File: config.mk
export PLATFORM = sky130hd
export DESIGN_NAME = cyclic_ecc_scheduler
export DESIGN_NICKNAME = d
export VERILOG_FILES = /design/src/rtl/cyclic_ecc_sched_pkg.sv /design/src/rtl/cyclic_ecc_scheduler_rr_arbiter.sv /design/src/rtl/cyclic_ecc_scheduler.sv
export SDC_FILE = /design/constraint.sdc
export NUM_CORES = 1
export LEC_CHECK = 0
export CAP_MARGIN = 20
export CORE_ASPECT_RATIO = 0.8
export CORE_UTILIZATION = 43
export CTS_CLUSTER_DIAMETER = 50
export CTS_CLUSTER_SIZE = 20
export DETAILED_ROUTE_END_ITERATION = 16
export PLACE_DENSITY = 0.83
export SLEW_MARGIN = 0
export SYNTH_ARGS = -nofsm -noshare
export SYNTH_HDL_FRONTEND = slang
export SYNTH_SLANG_ARGS = --single-unit
File: constraint.sdc
create_clock -name clk -period 2.9 [get_ports clk]
set_input_delay 0.725 -clock clk [delete_from_list [all_inputs] [get_ports clk]]
set_output_delay 0.725 -clock clk [all_outputs]
set_load 0.02 [all_outputs]
File: src/rtl/cyclic_ecc_sched_pkg.sv
// Shared types and helpers for the cyclic ECC scheduler.
// Op and state encodings plus the saturating counter step.
package cyclic_ecc_sched_pkg;

  localparam logic OP_ENC = 1'b0;
  localparam logic OP_DEC = 1'b1;

  typedef enum logic [1:0] {
    ST_IDLE    = 2'd0,
    ST_ISSUE   = 2'd1,
    ST_CAPTURE = 2'd2,
    ST_RESP    = 2'd3
  } state_t;

  function automatic logic [31:0] sat_inc(
    input logic [31:0] cnt,
    input logic [31:0] max
  );
    return (cnt >= max) ? cnt : cnt + 32'd1;
  endfunction

endpackage

File: src/rtl/cyclic_ecc_scheduler_rr_arbiter.sv
// Combinational round-robin arbiter.
// Scans upward from ptr with wrap; first request found wins.
module rr_arbiter #(
  parameter  int NUM_REQ = 4,
  localparam int IDX_W   = $clog2(NUM_REQ)
) (
  input  logic [NUM_REQ-1:0] req,
  input  logic [IDX_W-1:0]   ptr,
  output logic [NUM_REQ-1:0] grant,
  output logic [IDX_W-1:0]   grant_idx,
  output logic               any_grant
);

  // Priority scan starting at the pointer
  always_comb begin
    any_grant = 1'b0;
    grant_idx = '0;
    grant     = '0;
    for (int k = 0; k < NUM_REQ; k++) begin
      int p;
      p = int'(ptr) + k;
      if (p >= NUM_REQ) p = p - NUM_REQ;
      if (!any_grant && req[p]) begin
        any_grant = 1'b1;
        grant_idx = IDX_W'(p);
      end
    end
    if (any_grant) grant[grant_idx] = 1'b1;
  end

endmodule

File: src/rtl/cyclic_ecc_scheduler.sv
// Shares one cyclic_ecc codec between NUM_REQ requesters.
// Issue, capture and respond one job at a time, round-robin.
module cyclic_ecc_scheduler
  import cyclic_ecc_sched_pkg::*;
#(
  parameter int NUM_REQ        = 4,
  parameter int DATA_WIDTH     = 8,
  parameter int CODEWORD_WIDTH = 15,
  parameter int CNT_WIDTH      = 16
) (
  input  logic                              clk,
  input  logic                              rst_n,
  input  logic [NUM_REQ-1:0]                req_valid,
  input  logic [NUM_REQ-1:0]                req_op,
  input  logic [NUM_REQ*DATA_WIDTH-1:0]     req_data,
  input  logic [NUM_REQ*CODEWORD_WIDTH-1:0] req_codeword,
  output logic [NUM_REQ-1:0]                req_ready,
  output logic                              rsp_valid,
  input  logic                              rsp_ready,
  output logic [$clog2(NUM_REQ)-1:0]        rsp_id,
  output logic                              rsp_op,
  output logic [CODEWORD_WIDTH-1:0]         rsp_codeword,
  output logic [DATA_WIDTH-1:0]             rsp_data,
  output logic                              rsp_err_corrected,
  output logic                              rsp_err_detected,
  output logic                              ecc_encode_en,
  output logic                              ecc_decode_en,
  output logic [DATA_WIDTH-1:0]             ecc_data_in,
  output logic [CODEWORD_WIDTH-1:0]         ecc_codeword_in,
  input  logic [CODEWORD_WIDTH-1:0]         ecc_codeword_out,
  input  logic [DATA_WIDTH-1:0]             ecc_data_out,
  input  logic                              ecc_error_detected,
  input  logic                              ecc_error_corrected,
  input  logic                              ecc_valid_out,
  output logic [CNT_WIDTH-1:0]              enc_count,
  output logic [CNT_WIDTH-1:0]              dec_count,
  output logic [CNT_WIDTH-1:0]              corr_count,
  output logic                              protocol_err
);

  localparam int ID_W = $clog2(NUM_REQ);
  localparam logic [31:0] CNT_MAX =
    32'((64'd1 << CNT_WIDTH) - 64'd1);

  state_t state, state_nxt;

  logic [ID_W-1:0]           ptr;
  logic [ID_W-1:0]           ptr_nxt;
  logic [ID_W-1:0]           id_q;
  logic                      op_q;
  logic [DATA_WIDTH-1:0]     data_q;
  logic [CODEWORD_WIDTH-1:0] cw_q;

  logic [NUM_REQ-1:0] grant;
  logic [ID_W-1:0]    grant_idx;
  logic               any_grant;
  logic               accept;

  logic [DATA_WIDTH-1:0]     data_arr [NUM_REQ];
  logic [CODEWORD_WIDTH-1:0] cw_arr   [NUM_REQ];

  for (genvar g = 0; g < NUM_REQ; g++) begin : g_unpack
    assign data_arr[g] =
      req_data[g*DATA_WIDTH +: DATA_WIDTH];
    assign cw_arr[g] =
      req_codeword[g*CODEWORD_WIDTH +: CODEWORD_WIDTH];
  end

  rr_arbiter #(
    .NUM_REQ (NUM_REQ)
  ) u_arb (
    .req       (req_valid),
    .ptr       (ptr),
    .grant     (grant),
    .grant_idx (grant_idx),
    .any_grant (any_grant)
  );

  assign accept          = (state == ST_IDLE) && any_grant;
  assign ecc_data_in     = data_q;
  assign ecc_codeword_in = cw_q;

  // Pointer moves just past the winner, wrapping at NUM_REQ
  always_comb begin
    ptr_nxt = grant_idx + ID_W'(1);
    if (grant_idx == ID_W'(NUM_REQ - 1)) ptr_nxt = '0;
  end

  // Next state and per-state strobes
  always_comb begin
    state_nxt     = state;
    req_ready     = '0;
    ecc_encode_en = 1'b0;
    ecc_decode_en = 1'b0;
    rsp_valid     = 1'b0;
    unique case (state)
      ST_IDLE: begin
        if (any_grant) begin
          req_ready = grant;
          state_nxt = ST_ISSUE;
        end
      end
      ST_ISSUE: begin
        ecc_encode_en = (op_q == OP_ENC);
        ecc_decode_en = (op_q == OP_DEC);
        state_nxt     = ST_CAPTURE;
      end
      ST_CAPTURE: begin
        state_nxt = ST_RESP;
      end
      ST_RESP: begin
        rsp_valid = 1'b1;
        if (rsp_ready) state_nxt = ST_IDLE;
      end
    endcase
  end

  // State register
  always_ff @(posedge clk or negedge rst_n) begin
    if (!rst_n) state <= ST_IDLE;
    else        state <= state_nxt;
  end

  // Latch the winning job and advance the pointer
  always_ff @(posedge clk or negedge rst_n) begin
    if (!rst_n) begin
      ptr    <= '0;
      id_q   <= '0;
      op_q   <= OP_ENC;
      data_q <= '0;
      cw_q   <= '0;
    end else if (accept) begin
      ptr    <= ptr_nxt;
      id_q   <= grant_idx;
      op_q   <= req_op[grant_idx];
      data_q <= data_arr[grant_idx];
      cw_q   <= cw_arr[grant_idx];
    end
  end

  // Register the codec result, zeroing fields the op does not use
  always_ff @(posedge clk or negedge rst_n) begin
    if (!rst_n) begin
      rsp_id            <= '0;
      rsp_op            <= OP_ENC;
      rsp_codeword      <= '0;
      rsp_data          <= '0;
      rsp_err_corrected <= 1'b0;
      rsp_err_detected  <= 1'b0;
    end else if (state == ST_CAPTURE) begin
      rsp_id <= id_q;
      rsp_op <= op_q;
      if (op_q == OP_ENC) begin
        rsp_codeword      <= ecc_codeword_out;
        rsp_data          <= '0;
        rsp_err_corrected <= 1'b0;
        rsp_err_detected  <= 1'b0;
      end else begin
        rsp_codeword      <= '0;
        rsp_data          <= ecc_data_out;
        rsp_err_corrected <= ecc_error_corrected;
        rsp_err_detected  <= ecc_error_detected;
      end
    end
  end

  // Saturating statistics and sticky protocol flag
  always_ff @(posedge clk or negedge rst_n) begin
    if (!rst_n) begin
      enc_count    <= '0;
      dec_count    <= '0;
      corr_count   <= '0;
      protocol_err <= 1'b0;
    end else begin
      if (accept && req_op[grant_idx] == OP_ENC)
        enc_count <= CNT_WIDTH'(
          sat_inc(32'(enc_count), CNT_MAX));
      if (accept && req_op[grant_idx] == OP_DEC)
        dec_count <= CNT_WIDTH'(
          sat_inc(32'(dec_count), CNT_MAX));
      if (state == ST_CAPTURE && op_q == OP_DEC &&
          ecc_error_corrected)
        corr_count <= CNT_WIDTH'(
          sat_inc(32'(corr_count), CNT_MAX));
      if (state == ST_CAPTURE && op_q == OP_ENC &&
          !ecc_valid_out)
        protocol_err <= 1'b1;
    end
  end

endmodule

==> results of run 1 <==
-- sequential cells by signal, summed over array words and instances (netlist names), 8 cells and up --
name / flops
corr_count: 16
ecc_data_in: 8
dec_count: 16
ecc_codeword_in: 15
rsp_codeword: 15
enc_count: 16
rsp_data: 8
-- cell usage after synthesis, types with 4 or more instances --
library cell  instances  share of area
nand2_1             165           0.11
dfrtp_1             107           0.48
o21ai_0              74          0.067
nand3_1              46          0.042
inv_1                30          0.020
clkbuf_1             26          0.018
xnor2_1              26          0.041
xor2_1               17          0.027
nand4_1              16          0.018
and3_1               15          0.017
nand3b_1             14          0.019
ha_1                 12          0.027
nor2_1               12         0.0082
and2_1                7         0.0079
mux2_2                7          0.014
a21oi_1               6         0.0054
buf_2                 5         0.0045
nor3_1                5         0.0045
mux2i_1               4         0.0072
nor2b_1               4         0.0045
-- metrics by stage --
step | TNS (ps) | instances | hold slack [ps]
6_report | 0 | 1047 | 414.0
5_1_grt | 0 | 1047 | 469.0
4_1_cts | 0 | 1047 | 439.2
3_5_place_dp | -10410 | 1030 | 466.5
3_3_place_gp | -7062 | 1030 | 450.5
2_1_floorplan | 0 | 629 | 429.4
-- repair_timing --
action                     CTS  global route
pin swaps                    2             0
resized for setup           25             1
buffers inserted             2             0
setup endpoints to repair    7             1
-- cell families (layout without fill, tap and decap cells) --
| logic type | count (synthesis) | after routing |
|---|---|---|
| buffers and inverters | 64 | 311 |
| XOR/XNOR | 43 | 43 |
| flip-flops | 107 | 107 |
| multiplexers | 11 | 11 |
| AO/OA/AOI/OAI | 91 | 91 |
| AND/OR/NAND/NOR | 301 | 301 |
| adder cells (fa/ha/maj) | 12 | 12 |
-- final timing paths --
kind                                      endpoint  depth (start not counted)  slack [ps]
worst min-delay path                 enc_count[14]                          1         410
min in group clk                ecc_codeword_in[8]                          2         480
worst max register to register        enc_count[1]                         10         390
max in group asynchronous         rsp_codeword[13]                          2        1850
worst min register to register  ecc_codeword_in[8]                          2         480
worst max-delay path                  req_ready[3]                          8         110
-- worst max-delay path, cell delays in order --
cell and delay (ps):
clkdlybuf4s15_1 250, a21oi_1 90, o21a_1 170, o22a_2 230
buf_4 150, ha_1 170, and2_1 130, buf_4 150
-- final cells by class --
class                   count  area (um^2)
repair buffers            266         2574
clock buffers               9        225.2
inverters                  30        112.6
flip-flops and latches    107         2678
well taps                 171        214.0
clock inverters             6        72.57
multi-input cells         458         2609
fillers                   942         3857
-- power groups by stage --
stage | Sequential, mW | Combinational, mW | Clock [mW]
floorplan | 2.79 | 1.50 | 0
global placement | 2.33 | 3.56 | 0
detailed placement | 2.35 | 3.68 | 0
CTS | 2.33 | 3.71 | 1.28
global route | 2.39 | 4.03 | 1.34
finish | 2.33 | 3.67 | 1.24
-- routing by layer --
layer	routed length [um]	global-route usage	vias to the layer above	part of all wire
li1	-	-	2585	-
met1	6383	0.2890	2481	0.40
met2	7901	0.4304	205	0.50
met3	1252	0.07356	26	0.079
met4	333	0.09140	0	0.021
met5	0	0	-	0
==> reports/metrics.yaml, run 1 <==
worst_hold_path:
  hp-class: "input port to async pin"
power_and_ir_drop:
  power_density_mw_per_mm2: 853.2
  switchingPower_mw: 2.958
  swShare: 0.4087
  combPwrFrac: 0.508
  total_power_mw: 7.239
  pwr-share-seq: 0.321
  leakage_nw: 3.838
  clockPowerShare: 0.171
  vdd_drop_max_mv: 0.6277
  internal_power_mw: 4.280
cts:
  clock_path_buffers: 2
  cts_made_buffers: 9
  clock_sinks: 107
  cts_tree: "yes"
  clock_latency_ps: 350
  path_clk_slew_ps: 70
  postCtsHoldBufs: 0
  cts-root-buf: "clkbuf_16"
  cts_max_level: 3
sta:
  grt_setup_unrepaired: "false"
  drv_slew: 0
  max_freq_mhz: 358.3
  worst_slack_ps: 108.8
  finalSetupViolations: 0
  max_slew.worst_pin.slew_ps: 699.7
  hold_viol_final: 0
  fin_crit_sh: 0.9625
  period_minus_slack_ps: 2791
  slew_headroom: 0.5335
  finClkSkew_ps: 8.510
routing:
  ant_nets: 0
  finalWirelength_um: 15870
  viasPerCell: 5.059
  first_iter_violations: 218
  drc: 0
  drtPass1Iterations: 5
  wl_per_cell_um: 15.16
  dr_total_vias: 5297
place:
  dpl-instance-area_mm2: 0.008184
  dpl_worst_slack_ps: -653.4
  dp_hpwl_um: 12080
  io_buffers: 235
  gp_congestion: 0.8864
global_routing:
  grt_pass1_wl_um: 25270
  grt_pass1_vias: 5167
  grt_usage: 0.2460
  antenna_found_initial: 0
  grt-ovfl-total: 0
  grt_max_degree: 55
cells_and_area:
  layout_commonest_cell: "clkdlybuf4s50_1"
  finalNetCount: 1013
  final_util: 0.6874
  areaGrowthSynthToFinish_pct: 53.62
  final_cell_mix: "clkdlybuf4s50_1, nand2_1, dfrtp_1"
  num_antenna_cells: 0
  drive_gt1_frac: 0.07991
  final_cell_area_mm2: 0.008484
synthesis:
  synth_top_family_by_area: "simple AND/OR/NAND/NOR gates"
  synth_area_mm2: 0.005523
  netlist_instances: 629
  synth-edff-count: 0
  syn_avg_cell_area_um2: 8.780
  ys.flop_type: "dfrtp_1"
  synth_compound_area_frac: 0.08881
  synth_cell_types: 39
  synthSimpleGateAreaFrac: 0.2635
  synth_nets: 770
  yosysSeqAreaShare: 0.4848
  async_reset_ff_frac: 1.000
  yosysWarningCount: 0
  synth_xor_area_frac: 0.06819
  synth_fa_ha_area_frac: 0.02719
  synthMuxAreaShare: 0.02152
  ys_ff_latch: 107
floorplanning:
  ios: 236
  start_util: 0.4475
  num_rows: 36
  die_w_um: 128.7
  dieArea_mm2: 0.01330
  coreArea_mm2: 0.01234
  die_y_um: 103.4
worst_setup_path:
  required_ps: 2170
  crit_type: "input port to output port"
  arrival_ps: 2070
  reg2reg_from: "ptr[1]"
  worstSetupStartpointType: "input port"
  worstPathMaxFanout: 5
  startpoint: "req_valid[0]"
  end_kind: "output port"
flow_run:
  maxCapViolations: 0
status:
  status: "complete, no violations"
(Power assumes the default switching activity.)
==> inputs of run 2 (changes only) <==
HOLD_SLACK_MARGIN = 0.05   (was unset)
==> results of run 2 <==
The final DEF is identical to that of run 1; final timing and power are the same.
==> inputs of run 3 (changes only) <==
CORE_ASPECT_RATIO = 1.5   (was 0.8)
CORE_UTILIZATION = 35   (was 43)
CTS_CLUSTER_SIZE = 16   (was 20)
PLACE_DENSITY = 0.7   (was 0.83)
==> reports/metrics.yaml, run 3 (synthesis gave the netlist of run 1 again) <==
status:
  status: "complete, no violations"
cts:
  clock_latency_ps: 350  # about the same
  cts_tree: "yes"
  cts-root-buf: "clkbuf_16"
  path_clk_slew_ps: 80  # about the same
  clock_path_buffers: 2  # unchanged
  cts_max_level: 3  # unchanged
  cts_made_buffers: 9  # unchanged
  postCtsHoldBufs: 0  # unchanged
  clock_sinks: 107  # unchanged
  post_cts_buffers: 0  # -2
cells_and_area:
  layout_commonest_cell: "clkdlybuf4s50_1"
  final-seq-area_mm2: 0.002678  # unchanged
  num_antenna_cells: 0  # unchanged
  areaGrowthSynthToFinish_pct: 55.26
  final_cell_mix: "clkdlybuf4s50_1, nand2_1, dfrtp_1"
  multi_input_area_mm2: 0.002623  # +0.53%
  final_cells: 1082  # +3.3%
  drive_gt1_frac: 0.08947  # +0.009559
  n_fill_cell: 1406  # +49%
  top_regs: "corr_count (16), dec_count (16), enc_count (16)"
  finalNetCount: 1019  # +0.59%
worst_hold_path:
  hp-class: "input port to async pin"
routing:
  first_iter_violations: 231  # +6.0%
  drtPass1Iterations: 4  # -1
  ant_nets: 0  # unchanged
  wl_per_cell_um: 14.17  # -6.5%
  dr_total_vias: 5182  # -2.2%
  drc: 0  # unchanged
  finalWirelength_um: 15330  # -3.4%
  viasPerCell: 4.789  # -5.3%
sta:
  max_slew.worst_pin.slew_ps: 757.8  # +58.02 ps
  period_minus_slack_ps: 2804  # +12.39 ps
  grt_setup_unrepaired: "false"
  finalSetupViolations: 0  # unchanged
  hold_viol_final: 0  # unchanged
  finClkSkew_ps: 11.21  # +2.702 ps
  drv_slew: 0  # unchanged
  worst_slack_ps: 96.43  # -12.39 ps
  max_freq_mhz: 356.7  # -0.44%
  fin_crit_sh: 0.9667  # +0.004273
  slew_headroom: 0.4948  # -0.03868
power_and_ir_drop:
  leakage_nw: 3.859  # +0.54%
  vdd_drop_max_mv: 0.3977  # -37%
  power_density_mw_per_mm2: 837.9  # -1.8%
  total_power_mw: 7.184  # -0.75%
worst_setup_path:
  worstSetupStartpointType: "input port"
  slowest_delay_ps: 280  # +30 ps
  end_kind: "output port"
  worstPathMaxFanout: 4  # -1
  required_ps: 2170  # about the same
  arrival_ps: 2080  # about the same
  slowest_stage: "dlygate4sd2_1"
  path_cells: "dlygate4sd2_1, mux2i_1, nor2_2, nor3_4, inv_2, ha_1, and2_1, buf_4"
  crit_type: "input port to output port"
place:
  gp_congestion: 0.8958  # +1.1%
  dp_hpwl_um: 11750  # -2.7%
  dpl_worst_slack_ps: -649.5  # +3.845 ps
  io_buffers: 235  # unchanged
  post-place-cells: 1066  # +3.5%
global_routing:
  antenna_found_initial: 0  # unchanged
  grt_pass1_vias: 5201  # +0.66%
  grt_max_degree: 59  # +7.3%
  grt_usage: 0.1959  # -0.05017
  grt_pass1_wl_um: 25210  # -0.22%
  grt-ovfl-total: 0  # unchanged
floorplanning:
  ios: 236  # unchanged
  dieArea_mm2: 0.01630  # +22%
  die_y_um: 155.9  # +51%
  die_w_um: 104.6  # -19%
  start_util: 0.3615  # -0.08598
  coreArea_mm2: 0.01528  # +24%
  num_rows: 55  # +53%
flow_run:
  maxCapViolations: 0  # unchanged
-- run 3: what timing repair did --
action,4_1_cts,5_1_grt
endpoints found under the setup margin,15,3
hold endpoints to repair,0,0
resized for setup,29,5
pin swaps,3,0
-- run 3: through the flow --
step / utilization / setup TNS [ps] / hold slack, ps / cell area, um^2
2_1_floorplan: - / 0 / 429.4 / 5523
4_1_cts: 0.5604 / 0 / 471.6 / 8562
3_3_place_gp: 0.5419 / -11240 / 448.2 / 8279
3_5_place_dp: 0.5419 / -13050 / 453.6 / 8279
5_1_grt: 0.5613 / 0 / 494.8 / 8574
6_report: 0.5613 / 0 / 431.5 / 8574
-- run 3: cell type report --
| type | instances | area share |
|---|---|---|
| timing repair buffer | 272 | 0.3064 |
| clock inverter | 6 | 0.006566 |
| clock buffer | 10 | 0.02670 |
| multi-input combinational | 458 | 0.3059 |
| tap | 199 | 0.02904 |
| sequential | 107 | 0.3123 |
| inverter | 30 | 0.01313 |
-- run 3: report_power, final --
part           total, mW  internal, mW  switching [mW]
Combinational       3.68          1.68            2.00
Clock               1.19         0.602           0.588
Sequential          2.31          1.97           0.342
-- run 3: routing by layer --
layer | wire length [um] | track usage | part of all wire | vias to the layer above
met5 | 0 | 0 | 0 | -
met3 | 854 | 0.03425 | 0.056 | 30
met4 | 605 | 0.1088 | 0.039 | 0
met1 | 6095 | 0.2174 | 0.40 | 2339
li1 | - | - | - | 2601
met2 | 7773 | 0.3526 | 0.51 | 212
-- run 3: final timing paths --
path | startpoint | to | slack (ps) | cells past startpoint
worst max-delay path | req_valid[2] | req_ready[0] | 100 | 8
worst min-delay path | rst_n | corr_count[14] | 430 | 1
worst max register to register | ptr[1] | enc_count[12] | 340 | 10
worst min register to register | protocol_err | protocol_err | 470 | 2
max in group asynchronous | rst_n | rsp_codeword[7] | 1790 | 2
min in group clk | protocol_err | protocol_err | 470 | 2
-- run 3: critical path, delay by kind of cell --
kind	cells	cell delay, ps
multiplexers	1	190
adder cells (fa/ha/maj)	1	190
AND/OR/NAND/NOR	3	440
buffers and inverters	3	530
